### src/rtl/rename_pkg.sv
// Shared types and sizes for the register-rename stage.
package rename_pkg;

  localparam int ARCH_REGS = 32;
  localparam int PHYS_REGS = 64;
  localparam int PREG_W    = $clog2(PHYS_REGS);
  localparam int PAYLOAD_W = 48;

  typedef logic [PREG_W-1:0] preg_t;
  typedef logic [4:0]        areg_t;

  typedef struct packed {
    logic [8:0]  pc;
    logic [31:0] imm;
    logic        alusrc;
    logic        branch;
    logic [1:0]  aluop;
    logic        futype;
    logic        memread;
    logic        memwrite;
  } rename_payload_t;

endpackage

### src/rtl/rename_stage_if.sv
// Decode-side, dispatch-side and commit-free signals of the rename stage.
// Handshake: a transfer happens on a rising edge where valid and ready are
// both high; a producer holds valid and data stable until that edge.
interface rename_stage_if;
  import rename_pkg::*;

  logic            i_valid;
  logic            o_ready;
  areg_t           i_rs1;
  areg_t           i_rs2;
  areg_t           i_rd;
  logic            i_Regwrite;
  rename_payload_t i_payload;

  logic            o_valid;
  logic            i_ready;
  preg_t           o_prs1;
  preg_t           o_prs2;
  preg_t           o_prd;
  preg_t           o_old_prd;
  logic            o_Regwrite;
  rename_payload_t o_payload;

  logic            free_valid;
  preg_t           free_preg;

  logic [PREG_W:0] dbg_free_count;

  modport master (
    output i_valid, i_rs1, i_rs2, i_rd, i_Regwrite, i_payload, i_ready,
           free_valid, free_preg,
    input  o_ready, o_valid, o_prs1, o_prs2, o_prd, o_old_prd, o_Regwrite,
           o_payload, dbg_free_count
  );

  modport slave (
    input  i_valid, i_rs1, i_rs2, i_rd, i_Regwrite, i_payload, i_ready,
           free_valid, free_preg,
    output o_ready, o_valid, o_prs1, o_prs2, o_prd, o_old_prd, o_Regwrite,
           o_payload, dbg_free_count
  );
endinterface

### src/rtl/rename_stage_free_list.sv
// Circular free list of physical registers; preloaded with p32..p63 on reset.
module free_list
  import rename_pkg::*;
(
  input  logic            clk,
  input  logic            reset,
  input  logic            pop_i,
  input  logic            push_i,
  input  preg_t           push_preg_i,
  output preg_t           head_preg_o,
  output logic            empty_o,
  output logic [PREG_W:0] count_o
);

  localparam logic [PREG_W:0] FULL_COUNT = (PREG_W+1)'(PHYS_REGS - 1);

  preg_t           fifo_q [PHYS_REGS];
  preg_t           head_q, head_d;
  preg_t           tail_q, tail_d;
  logic [PREG_W:0] count_q, count_d;
  logic            do_pop, do_push;

  assign empty_o     = (count_q == '0);
  assign head_preg_o = fifo_q[head_q];
  assign count_o     = count_q;

  // p0 is never handed out, so at most PHYS_REGS-1 entries can be live.
  assign do_pop  = pop_i && !empty_o;
  assign do_push = push_i && (push_preg_i != '0) && (count_q != FULL_COUNT);

  always_comb begin
    head_d  = head_q + preg_t'(do_pop);
    tail_d  = tail_q + preg_t'(do_push);
    count_d = count_q + {{PREG_W{1'b0}}, do_push} - {{PREG_W{1'b0}}, do_pop};
  end

  always_ff @(posedge clk or posedge reset) begin
    if (reset) begin
      for (int i = 0; i < PHYS_REGS; i++) begin
        fifo_q[i] <= (i < ARCH_REGS) ? preg_t'(i + ARCH_REGS) : '0;
      end
      head_q  <= '0;
      tail_q  <= preg_t'(ARCH_REGS);
      count_q <= (PREG_W+1)'(PHYS_REGS - ARCH_REGS);
    end else begin
      if (do_push) fifo_q[tail_q] <= push_preg_i;
      head_q  <= head_d;
      tail_q  <= tail_d;
      count_q <= count_d;
    end
  end

endmodule

### src/rtl/rename_stage.sv
// Rename stage: speculative map table, free list and one registered output slot.
module rename_stage
  import rename_pkg::*;
(
  input logic          clk,
  input logic          reset,
  rename_stage_if.slave bus
);

  preg_t           map_q [ARCH_REGS];
  logic            needs_alloc, accept, fl_empty;
  preg_t           fl_head;
  logic [PREG_W:0] fl_count;

  logic            o_valid_q, o_valid_d;
  preg_t           o_prs1_q, o_prs1_d;
  preg_t           o_prs2_q, o_prs2_d;
  preg_t           o_prd_q, o_prd_d;
  preg_t           o_old_prd_q, o_old_prd_d;
  logic            o_regwrite_q, o_regwrite_d;
  rename_payload_t o_payload_q, o_payload_d;

  assign needs_alloc = bus.i_Regwrite && (bus.i_rd != '0);
  assign bus.o_ready = (!o_valid_q || bus.i_ready) && (!needs_alloc || !fl_empty);
  assign accept      = bus.i_valid && bus.o_ready;

  free_list u_free_list (
    .clk         (clk),
    .reset       (reset),
    .pop_i       (accept && needs_alloc),
    .push_i      (bus.free_valid),
    .push_preg_i (bus.free_preg),
    .head_preg_o (fl_head),
    .empty_o     (fl_empty),
    .count_o     (fl_count)
  );

  // Sources read the pre-update map so rs==rd sees the older producer.
  always_comb begin
    o_valid_d    = o_valid_q;
    o_prs1_d     = o_prs1_q;
    o_prs2_d     = o_prs2_q;
    o_prd_d      = o_prd_q;
    o_old_prd_d  = o_old_prd_q;
    o_regwrite_d = o_regwrite_q;
    o_payload_d  = o_payload_q;
    if (accept) begin
      o_valid_d    = 1'b1;
      o_prs1_d     = map_q[bus.i_rs1];
      o_prs2_d     = map_q[bus.i_rs2];
      o_prd_d      = needs_alloc ? fl_head : '0;
      o_old_prd_d  = needs_alloc ? map_q[bus.i_rd] : '0;
      o_regwrite_d = needs_alloc;
      o_payload_d  = bus.i_payload;
    end else if (bus.i_ready) begin
      o_valid_d = 1'b0;
    end
  end

  always_ff @(posedge clk or posedge reset) begin
    if (reset) begin
      for (int i = 0; i < ARCH_REGS; i++) map_q[i] <= preg_t'(i);
      o_valid_q    <= 1'b0;
      o_prs1_q     <= '0;
      o_prs2_q     <= '0;
      o_prd_q      <= '0;
      o_old_prd_q  <= '0;
      o_regwrite_q <= 1'b0;
      o_payload_q  <= '0;
    end else begin
      if (accept && needs_alloc) map_q[bus.i_rd] <= fl_head;
      o_valid_q    <= o_valid_d;
      o_prs1_q     <= o_prs1_d;
      o_prs2_q     <= o_prs2_d;
      o_prd_q      <= o_prd_d;
      o_old_prd_q  <= o_old_prd_d;
      o_regwrite_q <= o_regwrite_d;
      o_payload_q  <= o_payload_d;
    end
  end

  assign bus.o_valid        = o_valid_q;
  assign bus.o_prs1         = o_prs1_q;
  assign bus.o_prs2         = o_prs2_q;
  assign bus.o_prd          = o_prd_q;
  assign bus.o_old_prd      = o_old_prd_q;
  assign bus.o_Regwrite     = o_regwrite_q;
  assign bus.o_payload      = o_payload_q;
  assign bus.dbg_free_count = fl_count;

endmodule
### src/flat_wrapper.sv
// flat-port wrapper written by rule: the top's interface ports become plain ports
module rename_stage_flat import rename_pkg::*;
  (clk, reset, bus_i_valid, bus_i_rs1, bus_i_rs2, bus_i_rd, bus_i_Regwrite, bus_i_payload, bus_i_ready, bus_free_valid, bus_free_preg, bus_o_ready, bus_o_valid, bus_o_prs1, bus_o_prs2, bus_o_prd, bus_o_old_prd, bus_o_Regwrite, bus_o_payload, bus_dbg_free_count);
  rename_stage_if bus_i ();
  input logic clk;
  input logic reset;
  input wire logic [$bits(bus_i.i_valid)-1:0] bus_i_valid;
  input wire logic [$bits(bus_i.i_rs1)-1:0] bus_i_rs1;
  input wire logic [$bits(bus_i.i_rs2)-1:0] bus_i_rs2;
  input wire logic [$bits(bus_i.i_rd)-1:0] bus_i_rd;
  input wire logic [$bits(bus_i.i_Regwrite)-1:0] bus_i_Regwrite;
  input wire logic [$bits(bus_i.i_payload)-1:0] bus_i_payload;
  input wire logic [$bits(bus_i.i_ready)-1:0] bus_i_ready;
  input wire logic [$bits(bus_i.free_valid)-1:0] bus_free_valid;
  input wire logic [$bits(bus_i.free_preg)-1:0] bus_free_preg;
  output wire logic [$bits(bus_i.o_ready)-1:0] bus_o_ready;
  output wire logic [$bits(bus_i.o_valid)-1:0] bus_o_valid;
  output wire logic [$bits(bus_i.o_prs1)-1:0] bus_o_prs1;
  output wire logic [$bits(bus_i.o_prs2)-1:0] bus_o_prs2;
  output wire logic [$bits(bus_i.o_prd)-1:0] bus_o_prd;
  output wire logic [$bits(bus_i.o_old_prd)-1:0] bus_o_old_prd;
  output wire logic [$bits(bus_i.o_Regwrite)-1:0] bus_o_Regwrite;
  output wire logic [$bits(bus_i.o_payload)-1:0] bus_o_payload;
  output wire logic [$bits(bus_i.dbg_free_count)-1:0] bus_dbg_free_count;
  assign bus_i.i_valid = bus_i_valid;
  assign bus_i.i_rs1 = bus_i_rs1;
  assign bus_i.i_rs2 = bus_i_rs2;
  assign bus_i.i_rd = bus_i_rd;
  assign bus_i.i_Regwrite = bus_i_Regwrite;
  assign bus_i.i_payload = bus_i_payload;
  assign bus_i.i_ready = bus_i_ready;
  assign bus_i.free_valid = bus_free_valid;
  assign bus_i.free_preg = bus_free_preg;
  assign bus_o_ready = bus_i.o_ready;
  assign bus_o_valid = bus_i.o_valid;
  assign bus_o_prs1 = bus_i.o_prs1;
  assign bus_o_prs2 = bus_i.o_prs2;
  assign bus_o_prd = bus_i.o_prd;
  assign bus_o_old_prd = bus_i.o_old_prd;
  assign bus_o_Regwrite = bus_i.o_Regwrite;
  assign bus_o_payload = bus_i.o_payload;
  assign bus_dbg_free_count = bus_i.dbg_free_count;
  rename_stage u_core (.clk(clk), .reset(reset), .bus(bus_i));
endmodule
### config.mk
export PLATFORM = sky130hd
export DESIGN_NAME = rename_stage_flat
export DESIGN_NICKNAME = d
export VERILOG_FILES = /design/src/rtl/rename_pkg.sv /design/src/rtl/rename_stage_if.sv /design/src/rtl/rename_stage_free_list.sv /design/src/rtl/rename_stage.sv /design/src/flat_wrapper.sv
export SDC_FILE = /design/constraint.sdc
export NUM_CORES = 1
export LEC_CHECK = 0
export CAP_MARGIN = 20
export CELL_PAD_IN_SITES_DETAIL_PLACEMENT = 0
export CELL_PAD_IN_SITES_GLOBAL_PLACEMENT = 1
export CORE_UTILIZATION = 50
export DETAILED_ROUTE_END_ITERATION = 10
export MAX_ROUTING_LAYER = met4
export PLACE_DENSITY_LB_ADDON = 0.1
export SKIP_LAST_GASP = 1
export SYNTH_ARGS = -nofsm -noshare
export SYNTH_HDL_FRONTEND = slang
export SYNTH_HIERARCHICAL = 1
export SYNTH_SLANG_ARGS = --single-unit
### constraint.sdc
create_clock -name clk -period 17.11 [get_ports clk]
set_clock_uncertainty 0.05 [all_clocks]
set_input_delay 5.133 -clock clk [delete_from_list [all_inputs] [get_ports clk]]
set_output_delay 5.133 -clock clk [all_outputs]
set_load 0.005 [all_outputs]
==> impl_metrics.xml <==
<?xml version="1.0" encoding="UTF-8"?>
<metrics>
  <group name="synth">
    <metric name="synth_enable_flop_cells" unit="">0</metric>
    <metric name="synthFlopType" unit="">sky130_fd_sc_hd__dfrtp_1</metric>
    <metric name="syn_area_per_cell" unit="um2">14.1</metric>
    <metric name="postSynth.asyncResetShare" unit="">1.00</metric>
    <metric name="synth.top_cells.by_area" unit="">sky130_fd_sc_hd__dfrtp_1, sky130_fd_sc_hd__mux2_2, sky130_fd_sc_hd__dfstp_2</metric>
    <metric name="synth.largest_area_cell" unit="">sky130_fd_sc_hd__dfrtp_1</metric>
    <metric name="synth.yosys.seq_area_share" unit="">0.504</metric>
    <metric name="synthDominantCellAreaShare" unit="">0.352</metric>
    <metric name="main_combinational_cell_family_by_area_after_synthesis" unit="">multiplexers</metric>
    <metric name="synth_compound_gate_area_share" unit="">0.0525</metric>
    <metric name="synth.ff_latch_count" unit="">669</metric>
    <metric name="yosys.area_share.xor_xnor" unit="">0.00364</metric>
    <metric name="synth_mux_area_frac" unit="">0.371</metric>
    <metric name="syn-cell-area" unit="um2">33700</metric>
    <metric name="yosys.cell_types.count" unit="">55</metric>
    <metric name="synthAdderAreaFrac" unit="">0.00616</metric>
    <metric name="yosys.area_share.simple" unit="">0.0390</metric>
    <metric name="post_synth_inst_count" unit="">2398</metric>
    <metric name="synth_fp_nets" unit="">2489</metric>
    <metric name="yosys_warnings" unit="">6</metric>
  </group>
  <group name="grt">
    <metric name="grt-ovfl-total" unit="">0</metric>
    <metric name="pin_count_of_the_biggest_net_entering_global_routing" unit="">180</metric>
    <metric name="first_global_vias" unit="">21884</metric>
    <metric name="antenna_violations_before_repair" unit="">0</metric>
    <metric name="groute.usage.overall" unit="">0.280</metric>
    <metric name="first_pass_grt_wire_length" unit="um">139000</metric>
  </group>
  <group name="layout">
    <metric name="layout-area-overhead-vs-synth" unit="%">14.5</metric>
    <metric name="drive_gt1_frac" unit="">0.468</metric>
    <metric name="final_antenna_diode_count" unit="">0</metric>
    <metric name="fillCellCount" unit="">5228</metric>
    <metric name="fin_nets" unit="">2579</metric>
  </group>
  <group name="die">
    <metric name="chipWidth" unit="um">262</metric>
    <metric name="die_outline_area" unit="um2">68500</metric>
    <metric name="fp.coreArea" unit="um2">66200</metric>
    <metric name="floorplan.initialDensity" unit="">0.509</metric>
    <metric name="die_height" unit="um">262</metric>
    <metric name="floorplan.io_pins" unit="">157</metric>
    <metric name="fp-row-count" unit="">94</metric>
  </group>
  <group name="clocking">
    <metric name="tritoncts.num_buffers" unit="">77</metric>
    <metric name="cts_root_buffer" unit="">sky130_fd_sc_hd__clkbuf_16</metric>
    <metric name="cts-htree-levels" unit="">3</metric>
    <metric name="tritoncts" unit="">yes</metric>
    <metric name="post_cts_hold_buffer_count" unit="">0</metric>
    <metric name="buffer_depth_of_the_longest_clock_path" unit="">3</metric>
    <metric name="post-cts-setup-buffer-count" unit="">0</metric>
    <metric name="clk-insertion-delay-late" unit="ns">0.63</metric>
    <metric name="cts_repair_resize_count" unit="">0</metric>
    <metric name="cts.sink_count" unit="">669</metric>
    <metric name="clock_pin_slew_worst_setup_and_hold_paths" unit="ns">0.06</metric>
  </group>
  <group name="worst_setup_path">
    <metric name="regToRegSetupSlack" unit="ns">13.01</metric>
    <metric name="rr_startpoint" unit="">u_core/u_free_list/head_q[0]</metric>
    <metric name="critPathSlowestCell" unit="">sky130_fd_sc_hd__clkdlybuf4s50_1</metric>
    <metric name="crit_path_most_repeated_cell" unit="">sky130_fd_sc_hd__clkdlybuf4s50_1</metric>
    <metric name="critical_path.cell_chain" unit="">clkdlybuf4s50_1, nor3_4, a21boi_2, a21oi_1, clkdlybuf4s50_1</metric>
    <metric name="worstSetupPathType" unit="">in2out</metric>
    <metric name="slowest_delay" unit="ns">0.71</metric>
    <metric name="critical_path.endpoint_type" unit="">output port</metric>
    <metric name="cp_data_arrival_time" unit="ns">7.33</metric>
    <metric name="worstReg2RegEnd" unit="">u_core/map_q[163]</metric>
    <metric name="crit_path_start_kind" unit="">input port</metric>
    <metric name="cp_max_fo" unit="">16</metric>
    <metric name="worst_r2r_path_depth" unit="">7</metric>
    <metric name="required" unit="ns">11.93</metric>
  </group>
  <group name="worst_hold_path">
    <metric name="worst_hold_startpoint" unit="">u_core/map_q[188]</metric>
    <metric name="hold_path.class" unit="">reg2reg</metric>
    <metric name="whs_path_depth" unit="">0</metric>
    <metric name="min_to" unit="">u_core/map_q[188]</metric>
  </group>
  <group name="drt">
    <metric name="ant_nets" unit="">0</metric>
    <metric name="drc" unit="">0</metric>
    <metric name="initialDrtViolationCount" unit="">1574</metric>
    <metric name="detail_route.wl_per_cell" unit="um">27.0</metric>
    <metric name="wirelength" unit="um">92100</metric>
    <metric name="length_of_the_first_detailed_routing_pass_in_iterations" unit="">5</metric>
    <metric name="avgViaCountPerCell" unit="">6.18</metric>
    <metric name="num_vias" unit="">21088</metric>
  </group>
  <group name="sta">
    <metric name="hold_viol" unit="">0</metric>
    <metric name="setup-violations-final" unit="">0</metric>
    <metric name="fin_crit" unit="ns">12.51</metric>
    <metric name="report.final.slew_viol_count" unit="">0</metric>
    <metric name="rsz0062_at_grt" unit="">no</metric>
    <metric name="max-slew-margin-rel" unit="">0.298</metric>
    <metric name="layout_worst_path_cycle_share" unit="">0.731</metric>
    <metric name="hold_ws" unit="ns">0.375</metric>
    <metric name="timing.fmax" unit="GHz">0.0799</metric>
    <metric name="timing.setup.tns" unit="ns">0</metric>
    <metric name="fin_ws" unit="ns">4.60</metric>
    <metric name="timing_worst_slew_pin_value" unit="ns">1.05</metric>
  </group>
  <group name="power">
    <metric name="power_density" unit="nW/um2">162</metric>
    <metric name="total_leakage_power" unit="nW">17.0</metric>
    <metric name="power.ir.vdd_worst" unit="uV">129</metric>
    <metric name="power" unit="mW">6.27</metric>
  </group>
  <group name="outcome">
    <metric name="run_status" unit="">completed</metric>
  </group>
  <group name="job">
    <metric name="max_cap_violations" unit="">0</metric>
  </group>
  <group name="placed_design">
    <metric name="hpwlAfterDp" unit="um">59500</metric>
    <metric name="dpl_worst_slack" unit="ns">4.59</metric>
    <metric name="routabilityCongestion" unit="">0.900</metric>
    <metric name="port_buffers" unit="">156</metric>
  </group>
</metrics>
==> placed cells by master (no fill, tap or decap), types with 4 or more instances in the layout <==
| cell | n |
|---|---|
| sky130_fd_sc_hd__and2_1 | 8 |
| sky130_fd_sc_hd__buf_2 | 7 |
| sky130_fd_sc_hd__nand2b_1 | 10 |
| sky130_fd_sc_hd__buf_4 | 40 |
| sky130_fd_sc_hd__nor2b_2 | 4 |
| sky130_fd_sc_hd__clkbuf_16 | 77 |
| sky130_fd_sc_hd__xnor2_1 | 6 |
| sky130_fd_sc_hd__ha_1 | 15 |
| sky130_fd_sc_hd__clkbuf_8 | 20 |
| sky130_fd_sc_hd__o22ai_1 | 14 |
| sky130_fd_sc_hd__a211oi_1 | 12 |
| sky130_fd_sc_hd__nand3_1 | 8 |
| sky130_fd_sc_hd__nor2b_1 | 12 |
| sky130_fd_sc_hd__clkdlybuf4s50_1 | 146 |
| sky130_fd_sc_hd__nor2_1 | 51 |
| sky130_fd_sc_hd__nor2_2 | 16 |
| sky130_fd_sc_hd__dfstp_2 | 194 |
| sky130_fd_sc_hd__clkbuf_1 | 21 |
| sky130_fd_sc_hd__o22ai_2 | 5 |
| sky130_fd_sc_hd__dfrtp_1 | 472 |
| sky130_fd_sc_hd__a21oi_1 | 53 |
| sky130_fd_sc_hd__nand4_1 | 8 |
| sky130_fd_sc_hd__inv_1 | 9 |
| sky130_fd_sc_hd__nor4_1 | 14 |
| sky130_fd_sc_hd__clkinv_2 | 9 |
| sky130_fd_sc_hd__a22o_1 | 12 |
| sky130_fd_sc_hd__mux2_2 | 645 |
| sky130_fd_sc_hd__o21ai_0 | 10 |
| sky130_fd_sc_hd__o31ai_1 | 5 |
| sky130_fd_sc_hd__bufinv_16 | 6 |
| sky130_fd_sc_hd__a22oi_1 | 131 |
| sky130_fd_sc_hd__xor2_1 | 8 |
| sky130_fd_sc_hd__mux4_2 | 131 |
| sky130_fd_sc_hd__or2_2 | 6 |
| sky130_fd_sc_hd__a211o_1 | 4 |
| sky130_fd_sc_hd__mux2i_1 | 225 |
| sky130_fd_sc_hd__nor3_1 | 5 |
| sky130_fd_sc_hd__nand2_1 | 73 |
==> synth_stat cells, types with 16 or more instances <==
master,n
sky130_fd_sc_hd__a21oi_1,53
sky130_fd_sc_hd__a22oi_1,131
sky130_fd_sc_hd__buf_2,59
sky130_fd_sc_hd__clkbuf_1,108
sky130_fd_sc_hd__dfrtp_1,475
sky130_fd_sc_hd__dfstp_2,194
sky130_fd_sc_hd__mux2_2,645
sky130_fd_sc_hd__mux2i_1,226
sky130_fd_sc_hd__mux4_2,131
sky130_fd_sc_hd__nand2_1,73
sky130_fd_sc_hd__nor2_1,53
sky130_fd_sc_hd__nor2b_1,16
sky130_fd_sc_hd__o22ai_1,19
==> stage by stage <==
step | util | instances | area (um2)
after floorplan | - | 2398 | 33700
after global placement | 0.543 | 3271 | 35900
after detailed placement | 0.543 | 3271 | 35900
after CTS | 0.582 | 3413 | 38600
after global routing | 0.583 | 3415 | 38600
final | 0.583 | 3415 | 38600
==> power breakdown <==
group	total [mW]	leakage, nW	switching (mW)	internal [mW]
Combinational	2.02	7.39	1.04	0.985
Clock	1.69	1.28	0.676	1.02
Sequential	2.56	8.34	0.383	2.18
==> how the worst max path moves through the flow <==
stage	startpoint	to	depth (start not counted)	slack (ns)
6_report	bus_i_rd[2]	bus_o_ready	5	4.60
5_1_grt	bus_i_rd[2]	bus_o_ready	5	4.45
4_1_cts	bus_i_rd[2]	bus_o_ready	5	4.59
3_5_place_dp	bus_i_rd[2]	bus_o_ready	5	4.59
3_3_place_gp	bus_i_rd[2]	bus_o_ready	5	4.61
2_1_floorplan	reset	u_core/u_free_list/count_o[0]	1	0.91
==> per-layer routing <==
metal | share of wire | GRT usage | vias to the layer above
li1 | - | - | 9189
met1 | 0.42 | 0.364 | 11159
met5 | 0 | - | -
met3 | 0.045 | 0.0384 | 197
met2 | 0.50 | 0.449 | 543
met4 | 0.037 | 0.105 | 0
==> area by class of cell <==
cell class / instances / area, um2 / area share
flip-flops and latches: 669 / 17000 / 0.440
multi-input cells: 1533 / 16000 / 0.414
clock buffers: 118 / 2280 / 0.0591
repair buffers: 196 / 1870 / 0.0485
well taps: 864 / 1080 / 0.0280
clock inverters: 24 / 352 / 0.00910
inverters: 11 / 56.3 / 0.00146
==> cells by family (layout without fill, tap and decap cells) <==
logic type      Yosys count  after routing
mux                    1004           1004
flops                   669            669
compound gates          256            256
simple gates            243            243
buf+inv                 196            349
fa+ha+maj                16             16
xor+xnor                 14             14
==> flip-flops by register name, indices dropped and copies added, names as in the netlist, 7 cells and up <==
signal                      count
u_core/u_free_list/count_o      7
u_core/bus.o_payload           48
u_core/map_q                  192
u_core/u_free_list/fifo_q     384
==> critical path: cells and delay by family <==
family	cells	cell delay, ns
buffers and inverters	2	1.24
and+or+nand+nor	1	0.56
AOI/OAI and AO/OA	2	0.39
(Power assumes the default switching activity.)
==> patch 1: new RTL, same flow settings <==
`ARCH_REGS`: 32 -> 64.
--- a/src/rtl/rename_pkg.sv
+++ b/src/rtl/rename_pkg.sv
@@ -1,7 +1,7 @@
 // Shared types and sizes for the register-rename stage.
 package rename_pkg;
 
-  localparam int ARCH_REGS = 32;
+  localparam int ARCH_REGS = 64;
   localparam int PHYS_REGS = 64;
   localparam int PREG_W    = $clog2(PHYS_REGS);
   localparam int PAYLOAD_W = 48;
Function: changed (Yosys sat finds a counterexample within 4 cycles, from zero or initial values and one cycle with reset high).
==> patch 1 against the original RTL <==
Sequential share of layout area rose by 0.50 points; sequential power about the same; largest power group unchanged; wire length is 4.4% lower; cell count decreased by 5.4%; area after synthesis shrank 1.0%; critical path type unchanged; count of clock-buffer cells in the layout is 9 lower; worst setup slack got worse by 440 ps; synthesized cell count is 8.6% lower; final area is 0.55% lower; sequential cell count did not move; power grew 0.24%; worst hold slack got worse by 11 ps.
==> patch 1: results (changes against the original RTL) <==
[clocking] number of buffers created by CTS 76 [-1.3%]
[yosys] Post-Syn Nets 2283 [-8.3%]
[global_routing] pin count of the biggest net entering global routing 142 [-21%]
[power] worst voltage drop across the vdd grid 0.0001075 V [-17%]
[yosys] Yosys cell types 54 [-1.8%]
[placed_design] number of cells in the design after placement 3086 [-5.7%]
[finish] multi-input combinational cell area 0.01560 mm2 [-2.4%]
[run_status] result of the run complete, no violations
[finish] utilization after layout 58.32% [about the same]
[power] internal power consumption 4.267 mW [+2.1%]
[yosys] Area contributors post-synth sky130_fd_sc_hd__dfrtp_1 (30%), sky130_fd_sc_hd__mux2_2 (22%), sky130_fd_sc_hd__dfstp_2 (21%)
[critical_path] largest stage delay on the critical path 750 ps [+40 ps]
[finish] number of buffers other than clock buffers in the final layout 206 [+5.1%]
[power] LEAKAGE 16.14 nW [-5.2%]
[finish] inverter count of the layout excluding clock inverters 12 [+1]
[placed_design] pre-CTS WS 4203 ps [-385.5 ps]
[timing] hold_ws 364.0 ps [-11.15 ps]
[hold_path] endpoint of the worst hold path u_core/map_q[380]
[drt] Metal-1 WL 37020 um [-3.7%]
[finish] final cell count without fillers 3230 [-5.4%]
[critical_path] register-to-register path setup slack 13000 ps [about the same]
[finish] clock network area share 6.864% [+0.048 points]
[power] clock network fraction of total power 26.9% [about the same]
[finish] fraction of layout cells with a size suffix above 1 58.20% [+11 points]
[yosys] instance count of the mapped netlist 2192 [-8.6%]
[global_routing] met3 track utilization from global routing 3.351% [-0.49 points]
[critical_path] worst r2r dst u_core/map_q[302]
[die] Core Area 0.06586 mm2 [-0.53%]
[global_routing] overall track demand over capacity in global routing 27.45% [-0.59 points]
[critical_path] CP arrival 7770 ps [+440 ps]
[global_routing] vias in the first global route 21110 [-3.5%]
[finish] sequential share of cell area 44.50% [+0.50 points]
[timing] post-route minimum period 12950 ps [+438.3 ps]
[placed_design] detailed placement HPWL 57760 um [-2.9%]
[placed_design] gpl congestion 1.029 [+14%]
[placed_design] Placed Instance Area 0.03570 mm2 [-0.65%]
## patch 1: cell count changes in the layout (fill, tap and decap cells not counted), moves of 8 or more
cell and change:
sky130_fd_sc_hd__a21oi_1 -49, sky130_fd_sc_hd__a22oi_1 -96, sky130_fd_sc_hd__clkbuf_1 -9, sky130_fd_sc_hd__dfrtp_1 -78, sky130_fd_sc_hd__dfstp_2 +78, sky130_fd_sc_hd__mux2i_1 -192, sky130_fd_sc_hd__mux4_2 +96, sky130_fd_sc_hd__nand2_1 -10
sky130_fd_sc_hd__nor2_1 -14, sky130_fd_sc_hd__nor2_2 -8, sky130_fd_sc_hd__nor3_1 +21, sky130_fd_sc_hd__o22ai_1 +48
## patch 1: logic make-up after synthesis
logic type                 count (synthesis)  synth area share, %
muxes                                    908                38.16
DFF                                      669                51.17
and+or+nand+nor                          235                3.868
buffers and inverters                    183                2.271
AOI/OAI and AO/OA                        167                3.546
adders and majority gates                 16               0.6222
xor gates and xnor gates                  14               0.3673
==> patch 2: new RTL, same flow settings <==
Without the edit above. Reset style: synchronous (`reset`), changed in 2 clocked blocks.
--- a/src/rtl/rename_stage_free_list.sv
+++ b/src/rtl/rename_stage_free_list.sv
@@ -34,7 +34,7 @@
     count_d = count_q + {{PREG_W{1'b0}}, do_push} - {{PREG_W{1'b0}}, do_pop};
   end
 
-  always_ff @(posedge clk or posedge reset) begin
+  always_ff @(posedge clk) begin
     if (reset) begin
       for (int i = 0; i < PHYS_REGS; i++) begin
         fifo_q[i] <= (i < ARCH_REGS) ? preg_t'(i + ARCH_REGS) : '0;
--- a/src/rtl/rename_stage.sv
+++ b/src/rtl/rename_stage.sv
@@ -57,7 +57,7 @@
     end
   end
 
-  always_ff @(posedge clk or posedge reset) begin
+  always_ff @(posedge clk) begin
     if (reset) begin
       for (int i = 0; i < ARCH_REGS; i++) map_q[i] <= preg_t'(i);
       o_valid_q    <= 1'b0;
Check against the original RTL: differs if reset is asserted again (counterexample within 4 cycles, from zero or initial values and one cycle with reset high); with reset held inactive, the same outputs for 4 cycles.
==> patch 2 against the original RTL <==
Non-clock buffer count increased by 11; final area decreased by 0.87%; wire length increased by 6.3%; sequential share of layout area increased by 6.1 points; sequential cell count unchanged; area after synthesis increased by 0.44%; worst setup slack improved by 240 ps; critical path depth increased by 1.
Power is not compared: it rests on default switching activity, and its combinational part moved more than twofold at a synthesized area within 25%.
==> patch 2: results (changes against the original RTL) <==
[run_status] result of the run complete, no violations
[drt] final wirelength 97880 um [+6.3%]
[yosys] share of the synthesized area in compound gates (AO/OA/AOI/OAI) 5.400% [+0.15 points]
[hold_path] endpoint of the worst hold path u_core/bus.o_payload[43]
[global_routing] pin count of the biggest net entering global routing 72 [-60%]
[drt] number of iterations in the first detailed-routing pass 7 [+2]
[power] worst voltage drop across the vdd grid 0.00007552 V
[drt] number of vias per cell after detailed routing 6.151 [-0.40%]
[placed_design] pre-CTS WS 4835 ps [+246.4 ps]
[yosys] top cell type by total area after synthesis sky130_fd_sc_hd__edfxtp_1
[yosys] synthesized-area fraction occupied by adder cells 0.6132% [-0.0027 points]
[hold_path] hold_sp u_core/bus.o_payload[43]
[yosys] Yosys cell types 63 [+15%]
[drt] Iteration-0 DRC Markers 1908 [+21%]
[yosys] mux cell area share after synthesis 16.95% [-20 points]
[placed_design] detailed placement HPWL 62970 um [+5.9%]
[critical_path] worst r2r dst u_core/map_q[22][1]
[global_routing] initial antenna violation count 1 [+1]
[placed_design] gpl congestion 0.9363 [+4.0%]
[hold_path] WHS Path Cells 2 [+2]
[critical_path] CP max FO 54 [+38]
[critical_path] count of cells along the worst register-to-register path 11 [+4]
[timing] relative max-transition margin 26.81% [-3.0 points]
[finish] fraction of layout cells with a size suffix above 1 16.45% [-30 points]
[yosys] synthesized area 0.03387 mm2 [+0.44%]
[global_routing] overall track demand over capacity in global routing 29.40% [+1.4 points]
[critical_path] register-to-register path setup slack 11700 ps [-1310 ps]
[critical_path] CP arrival 7090 ps [-240 ps]
[yosys] most used standard cells in the synthesized netlist sky130_fd_sc_hd__edfxtp_1 (576), sky130_fd_sc_hd__and2_1 (306), sky130_fd_sc_hd__nand2_1 (198)
[yosys] instance count of the mapped netlist 2600 [+8.4%]
[yosys] xor/xnor cell area share of the yosys netlist 0.2586% [-0.11 points]
[critical_path] critical register-to-register path startpoint u_core/u_free_list/head_q[0]
[clocking] number of buffers created by CTS 74 [-3.9%]
[global_routing] wire length of the first global-routing pass 145700 um [+4.5%]
[yosys] Area contributors post-synth sky130_fd_sc_hd__edfxtp_1 (51%), sky130_fd_sc_hd__mux4_2 (11%), sky130_fd_sc_hd__and2_1 (5.7%)
[finish] final-stage net count 2743 [+6.4%]
[yosys] number of flops mapped to enable cells by yosys 576 [+576]
[global_routing] vias in the first global route 21680 [-0.94%]
[yosys] fraction of the yosys area taken by sequential cells 56.56% [+6.2 points]
[placed_design] number of cells in the design after placement 3448 [+5.4%]
## patch 2: worst max-delay path by stage
stage / to / depth (start not counted) / slack (ps) / from
floorplan: bus_o_ready / 3 / 6120 / bus_i_rd[4]
global route: bus_o_ready / 6 / 4780 / bus_i_rd[1]
finish: bus_o_ready / 6 / 4830 / bus_i_rd[1]
global placement: bus_o_ready / 6 / 4780 / bus_i_rd[1]
detailed placement: bus_o_ready / 6 / 4840 / bus_i_rd[1]
CTS: bus_o_ready / 6 / 4820 / bus_i_rd[1]
## patch 2: power by group through the flow
stage | combinational, mW | clock, mW | sequential [mW]
2_1_floorplan | 0.320 | 0 | 1.88
3_3_place_gp | 0.488 | 0 | 1.90
3_5_place_dp | 0.493 | 0 | 1.90
4_1_cts | 0.495 | 1.61 | 1.87
5_1_grt | 0.523 | 1.67 | 1.87
6_report | 0.494 | 1.57 | 1.87
## patch 2: metrics by stage
| stage | area, um2 | hold WS, ps |
|---|---|---|
| after global placement | 35890 | 391.6 |
| after detailed placement | 35890 | 396.3 |
| final | 38280 | 403.9 |
| after global routing | 38280 | 426.2 |
| after CTS | 38270 | 405.0 |
| after floorplan | 33890 | 402.7 |
## patch 2: cell type report
type / instances / area (um2)
clock inverters: 50 / 481.7
multi-input cells: 1690 / 13700
repair buffers: 207 / 1907
inverters: 10 / 37.54
well taps: 873 / 1092
clock buffers: 86 / 1897
fillers: 5407 / 28880
diodes: 1 / 2.502
flip-flops and latches: 669 / 19170
## patch 2: layer usage
layer / up-vias / part of all wire [%] / global-route usage [%]
met1: 11090 / 41 / 38.25
met4: 0 / 4.1 / 11.10
met2: 933 / 48 / 46.58
met5: - / 0 / -
met3: 205 / 7.0 / 4.759
li1: 9827 / - / -
## patch 2: kinds of logic (layout without fill, tap and decap cells)
family / count (synthesis) / count (layout)
muxes: 340 / 340
AOI/OAI and AO/OA: 266 / 266
and+or+nand+nor: 1052 / 1052
DFF: 669 / 669
xor gates and xnor gates: 10 / 10
adders and majority gates: 16 / 16
other: 1 / 7
buffers and inverters: 246 / 353
## patch 2: critical path, cell delays in order
cell,delay (ps)
sky130_fd_sc_hd__buf_2,70
sky130_fd_sc_hd__buf_4,680
sky130_fd_sc_hd__nor2_1,200
sky130_fd_sc_hd__a21oi_1,410
sky130_fd_sc_hd__a21oi_1,120
sky130_fd_sc_hd__clkdlybuf4s50_1,470
